[src/rtl/synth_pkg.sv]
// Shared constants for the synth voice path: envelope state encodings and default level width.
package synth_pkg;

    localparam int AMP_W_DEF = 16;

    localparam logic [2:0] ST_IDLE    = 3'd0;
    localparam logic [2:0] ST_ATTACK  = 3'd1;
    localparam logic [2:0] ST_DECAY   = 3'd2;
    localparam logic [2:0] ST_SUSTAIN = 3'd3;
    localparam logic [2:0] ST_RELEASE = 3'd4;

endpackage

[src/rtl/tick_gen.sv]
// Free-running prescaler: o_tick is high for one clock every TICK_DIV clocks.
module tick_gen #(
    parameter int TICK_DIV = 50
) (
    input  logic i_clk,
    input  logic i_rst,
    output logic o_tick
);

    localparam int CW = (TICK_DIV > 1) ? $clog2(TICK_DIV) : 1;
    localparam logic [CW-1:0] LAST = CW'(TICK_DIV - 1);

    logic [CW-1:0] count;

    always_ff @(posedge i_clk) begin
        if (i_rst) begin
            count <= '0;
        end else if (count == LAST) begin
            count <= '0;
        end else begin
            count <= count + 1'b1;
        end
    end

    assign o_tick = (count == LAST);

endmodule

[src/rtl/envelope_gen.sv]
// ADSR envelope generator: gate-driven state machine, level updated on prescaler ticks.
module envelope_gen
    import synth_pkg::*;
#(
    parameter int TICK_DIV = 50,
    parameter int AMP_W    = AMP_W_DEF
) (
    input  logic             i_clk,
    input  logic             i_rst,
    input  logic             i_gate,
    input  logic [AMP_W-1:0] i_attack_rate,
    input  logic [AMP_W-1:0] i_decay_rate,
    input  logic [AMP_W-1:0] i_sustain_level,
    input  logic [AMP_W-1:0] i_release_rate,
    output logic [AMP_W-1:0] o_amp,
    output logic [2:0]       o_state,
    output logic             o_active
);

    // Saturating add toward full scale using a one-bit-wider sum.
    function automatic logic [AMP_W-1:0] sat_add(input logic [AMP_W-1:0] a,
                                                 input logic [AMP_W-1:0] b);
        logic [AMP_W:0] s;
        s = {1'b0, a} + {1'b0, b};
        return s[AMP_W] ? '1 : s[AMP_W-1:0];
    endfunction

    // Subtract with borrow detection, clamped at a floor.
    function automatic logic [AMP_W-1:0] sub_floor(input logic [AMP_W-1:0] a,
                                                   input logic [AMP_W-1:0] b,
                                                   input logic [AMP_W-1:0] floor);
        logic [AMP_W:0] d;
        d = {1'b0, a} - {1'b0, b};
        return (d[AMP_W] || (d[AMP_W-1:0] <= floor)) ? floor : d[AMP_W-1:0];
    endfunction

    logic             tick;
    logic             gate_p0;
    logic             rise, fall;
    logic [2:0]       state, state_nxt;
    logic [AMP_W-1:0] level, level_nxt;

    tick_gen #(.TICK_DIV(TICK_DIV)) u_tick_gen (
        .i_clk  (i_clk),
        .i_rst  (i_rst),
        .o_tick (tick)
    );

    assign rise = i_gate & ~gate_p0;
    assign fall = ~i_gate & gate_p0;

    // Gate edges take priority: they move the state and leave the level untouched.
    always_comb begin
        state_nxt = state;
        level_nxt = level;
        case (state)
            ST_IDLE: begin
                if (rise) state_nxt = ST_ATTACK;
            end
            ST_ATTACK: begin
                if (fall) begin
                    state_nxt = ST_RELEASE;
                end else if (tick) begin
                    level_nxt = (i_attack_rate == '0) ? '1 : sat_add(level, i_attack_rate);
                    if (level_nxt == '1) state_nxt = ST_DECAY;
                end
            end
            ST_DECAY: begin
                if (fall) begin
                    state_nxt = ST_RELEASE;
                end else if (tick) begin
                    level_nxt = (i_decay_rate == '0) ? i_sustain_level
                              : sub_floor(level, i_decay_rate, i_sustain_level);
                    if (level_nxt == i_sustain_level) state_nxt = ST_SUSTAIN;
                end
            end
            ST_SUSTAIN: begin
                if (fall) state_nxt = ST_RELEASE;
            end
            ST_RELEASE: begin
                if (rise) begin
                    state_nxt = ST_ATTACK;
                end else if (tick) begin
                    level_nxt = (i_release_rate == '0) ? '0 : sub_floor(level, i_release_rate, '0);
                    if (level_nxt == '0) state_nxt = ST_IDLE;
                end
            end
            default: begin
                state_nxt = ST_IDLE;
                level_nxt = '0;
            end
        endcase
    end

    always_ff @(posedge i_clk) begin
        if (i_rst) begin
            state   <= ST_IDLE;
            level   <= '0;
            gate_p0 <= 1'b0;
        end else begin
            state   <= state_nxt;
            level   <= level_nxt;
            gate_p0 <= i_gate;
        end
    end

    assign o_amp    = level;
    assign o_state  = state;
    assign o_active = (state != ST_IDLE);

endmodule

[config.mk]
export PLATFORM = sky130hd
export DESIGN_NAME = envelope_gen
export DESIGN_NICKNAME = d
export VERILOG_FILES = /design/src/rtl/synth_pkg.sv /design/src/rtl/tick_gen.sv /design/src/rtl/envelope_gen.sv
export SDC_FILE = /design/constraint.sdc
export NUM_CORES = 1
export LEC_CHECK = 0
export ABC_AREA = 1
export CORE_ASPECT_RATIO = 0.8
export CORE_MARGIN = 4
export CORE_UTILIZATION = 39
export CTS_BUF_LIST = sky130_fd_sc_hd__clkbuf_2
export DETAILED_ROUTE_END_ITERATION = 8
export HOLD_SLACK_MARGIN = 0.1
export PLACE_DENSITY = 0.61
export SLEW_MARGIN = 20
export SYNTH_ARGS = -nofsm -noshare
export SYNTH_HDL_FRONTEND = slang
export SYNTH_SLANG_ARGS = --single-unit
[constraint.sdc]
create_clock -name i_clk -period 7 [get_ports i_clk]
set_input_delay 1.4 -clock i_clk [delete_from_list [all_inputs] [get_ports i_clk]]
set_output_delay 1.4 -clock i_clk [all_outputs]
set_load 0.02 [all_outputs]
==> results_dict.tcl, run 1 <==
set metrics [dict create \
    power.leakage_nw 3.675 \
    layout.nets 1245 \
    seqPwrFrac 0.155 \
    met2WireLength_um 7754 \
    critPathMaxFanout 24 \
    clock_sinks 26 \
    peakVddDrop_mv 0.09892 \
    hold_depth 2 \
    hold_path_startpoint "u_tick_gen.count[5]$_SDFF_PP0_" \
    routed.top_layer "met4" \
    synthTopCellsByCount "nand2_1 (317), inv_1 (173), nor2_1 (96)" \
    dpl.hpwl_um 16260 \
    yosys_warnings 0 \
    timing.final.crit_share 0.7353 \
    syn_area_per_cell_um2 5.497 \
    yosysTopAreaCellShare 0.2106 \
    place_ws_ps 1496 \
    antenna_left 0 \
    grt_max_degree 25 \
    p_switching_w 0.0009170 \
    crit_path_end_kind "flip-flop" \
    setup_viol 0 \
    synth_area_um2 5650 \
    vias 6608 \
    yosysTopAreaCell "nand2_1" \
    drv_slew 0 \
    relSlewSlack 0.5230 \
    yosys.cell_types.count 48 \
    hold_ws_ps 486.0 \
    grtUsageTotal 0.2273 \
    grt_pass1_wl_um 29990 \
    cp_slowest_cell "clkdlybuf4s50_1" \
    die-area_um2 16490 \
    max_stage_delay_ps 460 \
    max_slew.worst_pin.slew_ps 710.1 \
    fmax_mhz 194.3 \
    ioPinCount 87 \
    synthArstFlopShare 0 \
    numCtsBuffers 3 \
    drive_gt1_frac 0.04603 \
    wl_met1_um 9700 \
    status "complete, no violations" \
    synth_edf_count 0 \
    wl_met3_um 1362 \
    swShare 0.5767 \
    crit_path_frequent_cell "nand2_1" \
    die_width_um 142.6 \
    fin_crit_ps 5147 \
    synth_seq_cells 26 \
    pwr-share-clk 0.061 \
    routabilityCongestion 0.9702 \
    cts_buffer_depth 2 \
    fin_util 0.4723 \
    placed_area_um2 6684 \
    cp_data_arrival_time_ps 5470 \
    synth_ff_type "dfxtp_1" \
    ys_seq_area_frac 0.09212 \
    postCtsSetupRepairBufs 0 \
    reg2reg_from "o_amp[6]$_SDFFE_PP0P_" \
    synth_nets 1164 \
    clk_latency_ps 370 \
    pwr-share-comb 0.784 \
    firstDrtPassIters 5 \
    cts.clk_slew.worst_paths_ps 240 \
    timing.rr.end "o_state[1]$_SDFFE_PP0P_" \
    critical_path_required_ps 7320 \
    path_class "primary input to flip-flop" \
    clock-root-buffer "clkbuf_2" \
    worstSetupStartpointType "primary input" \
    tns_ps 0 \
    drt-total-wl_um 19300 \
    cts_resized 0 \
    synth_most_common_cell "nand2_1" \
    r2r_slack_ps 2720 \
    final_area_um2 6729 \
    cts.hold.buffers_added 0 \
    antenna_found_initial 0 \
    finalHoldViolations 0 \
    rsz0062_at_grt "no" \
    cts_max_level 1 \
    drtIter0Drc 603 \
    synth_area_leaders "nand2_1 (21%), ha_1 (15%), inv_1 (11%)" \
    cts_tree "yes" \
    hold_class "flip-flop to flip-flop" \
    core-area_um2 14250 \
    synthToLayoutAreaGrowth_pct 19.09 \
    layout_setup_ws_ps 1853 \
    grt_pass1_vias 5845 \
    cap_violations 0 \
    reg2reg_depth 28 \
    io_buffers 86 \
    die_y_um 115.7 \
    wl_per_cell_um 14.94 \
    num_rows 39 \
    drcViolationCount 0 \
    n_antenna_cell 0 \
    clock_skew_ps 15.88 \
    vias_per_cell 5.115 \
    synthCells 1028 \
    pwr_density_cell_nw_per_um2 236.3 \
    worstHoldEndpoint "u_tick_gen.count[5]$_SDFF_PP0_" \
    start_util 0.3966 \
    p_int_w 0.0006731 \
    grt-ovfl-total 0 \
]
registers in the layout, indices dropped and copies added, names as in the netlist:
| name | cells |
|---|---|
| gate_p0 | 1 |
| o_amp | 16 |
| o_state | 3 |
| u_tick_gen.count | 6 |
power by group through the flow:
stage | clock network (W) | registers (W) | logic [W]
CTS | 0.000100 | 0.000247 | 0.00124
detailed placement | 0 | 0.000250 | 0.00123
floorplan | 0 | 0.000242 | 0.000856
global placement | 0 | 0.000250 | 0.00124
global route | 0.000105 | 0.000251 | 0.00140
finish | 0.0000965 | 0.000247 | 0.00125
layout by cell type (no fill, tap or decap), types with 3 or more instances in the layout:
| cell | count |
|---|---|
| inv_2 | 8 |
| clkbuf_2 | 3 |
| nor2_1 | 96 |
| nand3b_1 | 5 |
| nand2_2 | 11 |
| nor4_1 | 5 |
| o21ai_0 | 39 |
| nor2_2 | 8 |
| fa_1 | 3 |
| and2_1 | 5 |
| nor3_1 | 15 |
| ha_1 | 66 |
| clkdlybuf4s50_1 | 86 |
| nand3_1 | 87 |
| nand3_2 | 7 |
| a21oi_1 | 68 |
| inv_1 | 173 |
| nand4_1 | 24 |
| xor2_1 | 6 |
| xnor2_1 | 9 |
| o21bai_1 | 8 |
| dfxtp_1 | 26 |
| nand2_1 | 317 |
metal layers:
metal,up-vias,global-route usage
li1,3472,-
met1,2890,0.3440
met2,220,0.3445
met3,26,0.02310
met4,0,0.05636
met5,-,0
worst max-delay path: cells and delay by family:
kind,cells,cell delay [ps]
compound gates,1,240
fa+ha+maj,2,650
buf+inv,7,890
simple gates,20,2270
cells by family after synthesis:
group,synth area share
flip-flops,0.09212
adder cells (fa/ha/maj),0.1568
AO/OA/AOI/OAI,0.1318
XOR/XNOR,0.02901
buffers and inverters,0.1335
AND/OR/NAND/NOR,0.4568
worst max path at each step:
stage / start / to / cells past startpoint
2_1_floorplan: i_decay_rate[8] / o_state[2]$_SDFFE_PP0P_ / 30
3_3_place_gp: i_decay_rate[7] / o_state[2]$_SDFFE_PP0P_ / 29
3_5_place_dp: i_decay_rate[6] / o_state[2]$_SDFFE_PP0P_ / 29
4_1_cts: i_decay_rate[6] / o_state[2]$_SDFFE_PP0P_ / 30
5_1_grt: i_decay_rate[8] / o_state[0]$_SDFFE_PP0P_ / 30
6_report: i_decay_rate[7] / o_state[1]$_SDFFE_PP0P_ / 30
per-stage QoR:
step                total power, W  cells
finish                    0.001590   1292
CTS                       0.001583   1292
global placement          0.001485   1288
global route              0.001760   1292
floorplan                 0.001097   1028
detailed placement        0.001480   1288
final cells by class:
cell class                      count  area, um^2
Fill cell                        1571        7520
Multi-Input combinational cell    808        4375
Timing Repair Buffer               87       868.3
Inverter                          183       689.4
Sequential cell                    26       520.5
Tap cell                          184       230.2
Clock inverter                      1       30.03
Clock buffer                        3       15.01
No activity file was read; power rests on OpenSTA's default activity.
==> run 2, diff against run 1 <==
--- a/config.mk
+++ b/config.mk
@@ -12,7 +12,7 @@
 export CTS_BUF_LIST = sky130_fd_sc_hd__clkbuf_2
 export DETAILED_ROUTE_END_ITERATION = 8
 export HOLD_SLACK_MARGIN = 0.1
-export PLACE_DENSITY = 0.61
+export PLACE_DENSITY = 0.63
 export SLEW_MARGIN = 20
 export SYNTH_ARGS = -nofsm -noshare
 export SYNTH_HDL_FRONTEND = slang
==> constraint.sdc (replaced) <==
create_clock -name i_clk -period 4.5 [get_ports i_clk]
set_input_delay 0.9 -clock i_clk [delete_from_list [all_inputs] [get_ports i_clk]]
set_output_delay 0.9 -clock i_clk [all_outputs]
set_load 0.02 [all_outputs]
==> run 2 against run 1 <==
Compared with the run above: count of clock-buffer cells in the layout unchanged; clock skew decreased by 8.9 ps; via count increased by 5.2%; final cell count increased by 5.6%; critical path depth decreased by 1; sequential power increased by 49%; die area unchanged; global-route usage increased by 0.75 points; power increased by 76%; register-to-register slack got worse by 2100 ps; highest routed layer unchanged.
==> results_dict.tcl, run 2 (same netlist as run 1, synthesis figures left out) <==
set metrics [dict create \
    status "complete, no violations" \
    synthToLayoutAreaGrowth_pct 31.75 \
    layout_common_cells "nand2_1 (309), inv_1 (172), nor2_1 (91)" \
    grt_max_degree 23 \
    fmax_mhz 237.9 \
    fill_cells 1575 \
    grtUsageTotal 0.2347 \
    seqCellArea_um2 520.5 \
    rsz0062_at_grt "no" \
    ioPinCount 87 \
    core-area_um2 14250 \
    cp_data_arrival_time_ps 4530 \
    vias_per_cell 5.096 \
    vias 6951 \
    critPathMaxFanout 10 \
    crit_path_end_kind "flip-flop" \
    critical_path_required_ps 4830 \
    swShare 0.5454 \
    seqPwrFrac 0.131 \
    timing.final.crit_share 0.9340 \
    drv_slew 0 \
    pwr-share-comb 0.815 \
    pwr_density_cell_nw_per_um2 376.5 \
    grt-ovfl-total 0 \
    cts.hold.buffers_added 0 \
    power.leakage_nw 4.058 \
    cts_resized 0 \
    wl_per_cell_um 14.79 \
    layout_setup_ws_ps 297.0 \
    num_rows 39 \
    cts_tree "yes" \
    peakVddDrop_mv 0.1520 \
    antenna_found_initial 0 \
    postCtsSetupRepairBufs 0 \
    hold_class "flip-flop to flip-flop" \
    grt_pass1_vias 6205 \
    p_int_w 0.001274 \
    antenna_left 0 \
    clk_latency_ps 350 \
    start_util 0.3966 \
    pwr-share-clk 0.054 \
    layout.nets 1317 \
    worstSetupStartpointType "primary input" \
    max_stage_delay_ps 490 \
    grt_pass1_wl_um 31200 \
    finalHoldViolations 0 \
    cts_max_level 1 \
    place_ws_ps -250.0 \
    setup_viol 0 \
    mostFrequentLayoutCell "nand2_1" \
    crit_path_frequent_cell "nand2_1" \
    totalPowerFinal_w 0.002803 \
    drt-total-wl_um 20180 \
    p_switching_w 0.001529 \
    firstDrtPassIters 6 \
    clock-root-buffer "clkbuf_2" \
    clock_sinks 26 \
    n_antenna_cell 0 \
    drtIter0Drc 463 \
    dpl.hpwl_um 16960 \
    drive_gt1_frac 0.1288 \
    cp_slowest_cell "clkdlybuf4s50_1" \
    cap_violations 0 \
    path_class "primary input to flip-flop" \
    die-area_um2 16490 \
    die_width_um 142.6 \
    fin_crit_ps 4203 \
    io_buffers 86 \
    max_slew.worst_pin.slew_ps 761.2 \
    die_y_um 115.7 \
    cts.clk_slew.worst_paths_ps 270 \
    relSlewSlack 0.4886 \
    routabilityCongestion 0.9569 \
    cts_buffer_depth 2 \
    clock_skew_ps 6.988 \
    numCtsBuffers 3 \
    multi_input_area_um2 4533 \
    r2r_slack_ps 620 \
    largest_register_ffs 16 \
    drcViolationCount 0 \
]
## run 2: cell types whose count changed in the layout (fill, tap and decap cells not counted), sizes merged
cell and delta:
clkdlybuf4s50 -2, dlymetal6s2s +2, buf +72
## run 2: cell type report
| type | instances | share of cell area |
|---|---|---|
| Multi-Input combinational cell | 808 | 0.6089 |
| Clock buffer | 3 | 0.002017 |
| Tap cell | 184 | 0.03092 |
| Timing Repair Buffer | 159 | 0.1916 |
| Sequential cell | 26 | 0.06992 |
| Clock inverter | 1 | 0.004034 |
| Inverter | 183 | 0.09261 |
## run 2: per-layer routing
layer  share of wire  wire (um)  vias up  global-route usage
li1                -          -     3619                   -
met4           0.021        414        0             0.03357
met2            0.41       8274      266              0.3742
met5               0          0        -                   0
met1            0.50       9999     3043              0.3586
met3           0.074       1491       23            0.009901
## run 2: path summary, 6_finish.rpt
path | from | to | cells after the start
max | i_decay_rate[4] | o_state[2]$_SDFFE_PP0P_ | 29
min | u_tick_gen.count[5]$_SDFF_PP0_ | u_tick_gen.count[5]$_SDFF_PP0_ | 2
max reg2reg | o_amp[0]$_SDFFE_PP0P_ | o_state[1]$_SDFFE_PP0P_ | 29
min reg2reg | u_tick_gen.count[5]$_SDFF_PP0_ | u_tick_gen.count[5]$_SDFF_PP0_ | 2
## run 2: power by group through the flow
| stage | combinational (W) | clock (W) | sequential, W |
|---|---|---|---|
| after floorplan | 0.00133 | 0 | 0.000376 |
| after global placement | 0.00219 | 0 | 0.000364 |
| after detailed placement | 0.00219 | 0 | 0.000365 |
| after CTS | 0.00220 | 0.000153 | 0.000359 |
| after global routing | 0.00253 | 0.000162 | 0.000369 |
| final | 0.00229 | 0.000151 | 0.000367 |
## run 2: stage by stage
| step | util | instances | instance area [um^2] | setup TNS, ps | hold slack (ps) |
|---|---|---|---|---|---|
| 6_report | 0.5225 | 1364 | 7445 | 0 | 491.2 |
| 5_1_grt | 0.5225 | 1364 | 7445 | 0 | 520.7 |
| 4_1_cts | 0.5111 | 1364 | 7282 | 0 | 491.0 |
| 3_5_place_dp | 0.5079 | 1360 | 7237 | -2195 | 460.8 |
| 3_3_place_gp | 0.5079 | 1360 | 7237 | -1534 | 454.6 |
| 2_1_floorplan | - | 1028 | 5650 | 0 | 433.4 |
## run 2: critical path, delay by kind of cell
| kind | cells | cell delay, ps |
|---|---|---|
| AO/OA/AOI/OAI | 1 | 140 |
| XOR/XNOR | 1 | 420 |
| adder cells (fa/ha/maj) | 2 | 630 |
| buffers and inverters | 5 | 830 |
| AND/OR/NAND/NOR | 20 | 1600 |
==> run 3, diff against run 2 <==
--- a/config.mk
+++ b/config.mk
@@ -11,8 +11,10 @@
 export CORE_UTILIZATION = 39
 export CTS_BUF_LIST = sky130_fd_sc_hd__clkbuf_2
 export DETAILED_ROUTE_END_ITERATION = 8
+export DONT_BUFFER_PORTS = 1
+export GPL_ROUTABILITY_DRIVEN = 0
 export HOLD_SLACK_MARGIN = 0.1
-export PLACE_DENSITY = 0.63
+export PLACE_DENSITY = 0.55
 export SLEW_MARGIN = 20
 export SYNTH_ARGS = -nofsm -noshare
 export SYNTH_HDL_FRONTEND = slang
==> run 3 against run 2 <==
Compared with the run above: worst setup slack better by 230 ps; critical endpoint is now o_amp[14]$_SDFFE_PP0P_; count of clock-buffer cells in the layout stayed put; largest power group unchanged; fmax is 5.7% higher; global-route usage is 0.19 points lower.
==> results_dict.tcl, run 3 (same netlist as run 1, synthesis figures left out) <==
set metrics [dict create \
    status "complete, no violations" \
    max_slew.worst_pin.slew_ps 801.7 \
    clock_skew_ps 2.764 \
    drive_gt1_frac 0.07088 \
    firstDrtPassIters 6 \
    path_depth 22 \
    wl_met3_um 1671 \
    layout_common_cells "nand2_1 (317), inv_1 (173), nor2_1 (96)" \
    fin_crit_ps 3978 \
    dpl.hpwl_um 17040 \
    core-area_um2 14250 \
    wl_per_cell_um 15.78 \
    swShare 0.6045 \
    tns_ps 0 \
    crit_path_frequent_cell "nand2_1" \
    die_y_um 115.7 \
    clock_sinks 26 \
    path_class "flip-flop to flip-flop" \
    peakVddDrop_mv 0.1997 \
    antenna_found_initial 1 \
    cap_violations 0 \
    hold_depth 2 \
    critical_path_required_ps 4820 \
    met2WireLength_um 8220 \
    io_buffers 0 \
    grt_pass1_wl_um 30480 \
    cp_data_arrival_time_ps 4300 \
    timing.final.crit_share 0.8840 \
    worstSetupStartpointType "flip-flop" \
    drv_slew 0 \
    synthToLayoutAreaGrowth_pct 6.621 \
    hold_ws_ps 484.8 \
    totalPowerFinal_w 0.002346 \
    routed.top_layer "met5" \
    die_width_um 142.6 \
    clock-root-buffer "clkbuf_2" \
    numCtsBuffers 3 \
    timing.rr.end "o_amp[14]$_SDFFE_PP0P_" \
    crit_start "o_amp[1]$_SDFFE_PP0P_" \
    setup_viol 0 \
    fin_util 0.4228 \
    antenna_left 0 \
    rsz0062_at_grt "no" \
    multi_input_area_um2 4375 \
    hold_path_startpoint "u_tick_gen.count[5]$_SDFF_PP0_" \
    crit_path_end_kind "flip-flop" \
    cts.hold.buffers_added 0 \
    largest_register_ffs 16 \
    power.leakage_nw 3.458 \
    hold_class "flip-flop to flip-flop" \
    grt_max_degree 24 \
    seqCellArea_um2 521.8 \
    fmax_mhz 251.4 \
    pwr-share-clk 0.041 \
    vias_per_cell 5.116 \
    path_cells "inv_1, fa_1, inv_1, nand2_1, nand3_1, nand2_1, nand2_1, nand2_1, nand2_1, inv_1, ha_1, nand2_1, nor3_1, nand2_1, nand2_1, nand3_4, buf_12, o21ai_0, buf_4, o21ai_0, o21ai_0, a21oi_1" \
    grt_pass1_vias 5843 \
    grtUsageTotal 0.2328 \
    drt-total-wl_um 19380 \
    seqPwrFrac 0.153 \
    cts_tree "yes" \
    cts_buffer_depth 2 \
    reg2reg_from "o_amp[1]$_SDFFE_PP0P_" \
    grt-ovfl-total 0 \
    pwr-share-comb 0.806 \
    drtIter0Drc 409 \
    p_switching_w 0.001418 \
    cts_max_level 1 \
    layout.nets 1182 \
    pwr_density_cell_nw_per_um2 389.3 \
    clk_latency_ps 390 \
    mostFrequentLayoutCell "nand2_1" \
    path_buf_inv 5 \
    die-area_um2 16490 \
    wl_met1_um 9292 \
    worstHoldEndpoint "u_tick_gen.count[5]$_SDFF_PP0_" \
    fill_cells 1631 \
    critPathMaxFanout 14 \
    num_rows 39 \
    r2r_slack_ps 520 \
    ioPinCount 87 \
    cp_top_family "simple AND/OR/NAND/NOR gates" \
    n_antenna_cell 0 \
    reg2reg_depth 22 \
    p_int_w 0.0009277 \
    cp_slowest_cell "dfxtp_2" \
    drcViolationCount 0 \
    start_util 0.3966 \
    max_stage_delay_ps 520 \
    finalHoldViolations 0 \
    vias 6283 \
    cts.clk_slew.worst_paths_ps 250 \
    relSlewSlack 0.4614 \
]
[run 3: cell count changes in the layout (fill, tap and decap cells not counted), moves of 7 or more]
cell / before / now
ha_4: 7 / 0
nand2_2: 18 / 11
nand2_1: 309 / 317
clkdlybuf4s50_1: 84 / 0
buf_4: 72 / 23
ha_1: 58 / 66
[run 3: per-stage QoR]
stage / area [um^2] / setup WS [ps] / instances
detailed placement: 6008 / 144.4 / 1225
global placement: 6008 / 139.0 / 1225
floorplan: 5650 / 609.9 / 1028
global route: 6025 / 81.78 / 1228
CTS: 6023 / 410.6 / 1228
finish: 6025 / 522.0 / 1228
[run 3: power by group through the flow]
stage	sequential [W]	clock (W)	combinational [W]
final	0.000360	0.0000956	0.00189
after global routing	0.000364	0.000107	0.00214
after detailed placement	0.000363	0	0.00187
after floorplan	0.000376	0	0.00133
after CTS	0.000357	0.0000984	0.00188
after global placement	0.000364	0	0.00187
[run 3: worst max-delay path by stage]
stage,to,slack [ps]
2_1_floorplan,o_state[2]$_SDFFE_PP0P_,610
4_1_cts,o_amp[13]$_SDFFE_PP0P_,410
6_report,o_amp[14]$_SDFFE_PP0P_,520
3_3_place_gp,o_amp[13]$_SDFFE_PP0P_,140
5_1_grt,o_state[1]$_SDFFE_PP0P_,80
3_5_place_dp,o_amp[13]$_SDFFE_PP0P_,140
[run 3: worst reg2reg max path, stage by stage, from the launching register on]
cell and delay [ps]:
dfxtp_2 520, inv_1 170, fa_1 450, inv_1 90, nand2_1 60, nand3_1 140, nand2_1 110, nand2_1 80
nand2_1 50, nand2_1 110, inv_1 80, ha_1 280, nand2_1 90, nor3_1 250, nand2_1 100, nand2_1 150
nand3_4 160, buf_12 180, o21ai_0 330, buf_4 180, o21ai_0 60, o21ai_0 200, a21oi_1 90
[run 3: final cells by class]
| type | instances | share of cell area |
|---|---|---|
| multi-input cells | 808 | 0.7263 |
| inverters | 183 | 0.1144 |
| flip-flops and latches | 26 | 0.08660 |
| well taps | 184 | 0.03821 |
| repair buffers | 24 | 0.03198 |
| clock buffers | 3 | 0.002492 |
[run 3: routing by layer]
layer  global-route usage  vias up
met5                    0        -
met2               0.3664      172
met1               0.3340     2745
li1                     -     3350
met3              0.05776       14
met4              0.02470        2
[run 3: timing repair]
| item | 4_1_cts | 5_1_grt |
|---|---|---|
| setup buffers | 0 | 0 |
| endpoints found under the setup margin | 0 | 1 |
| gates resized for setup | 0 | 1 |
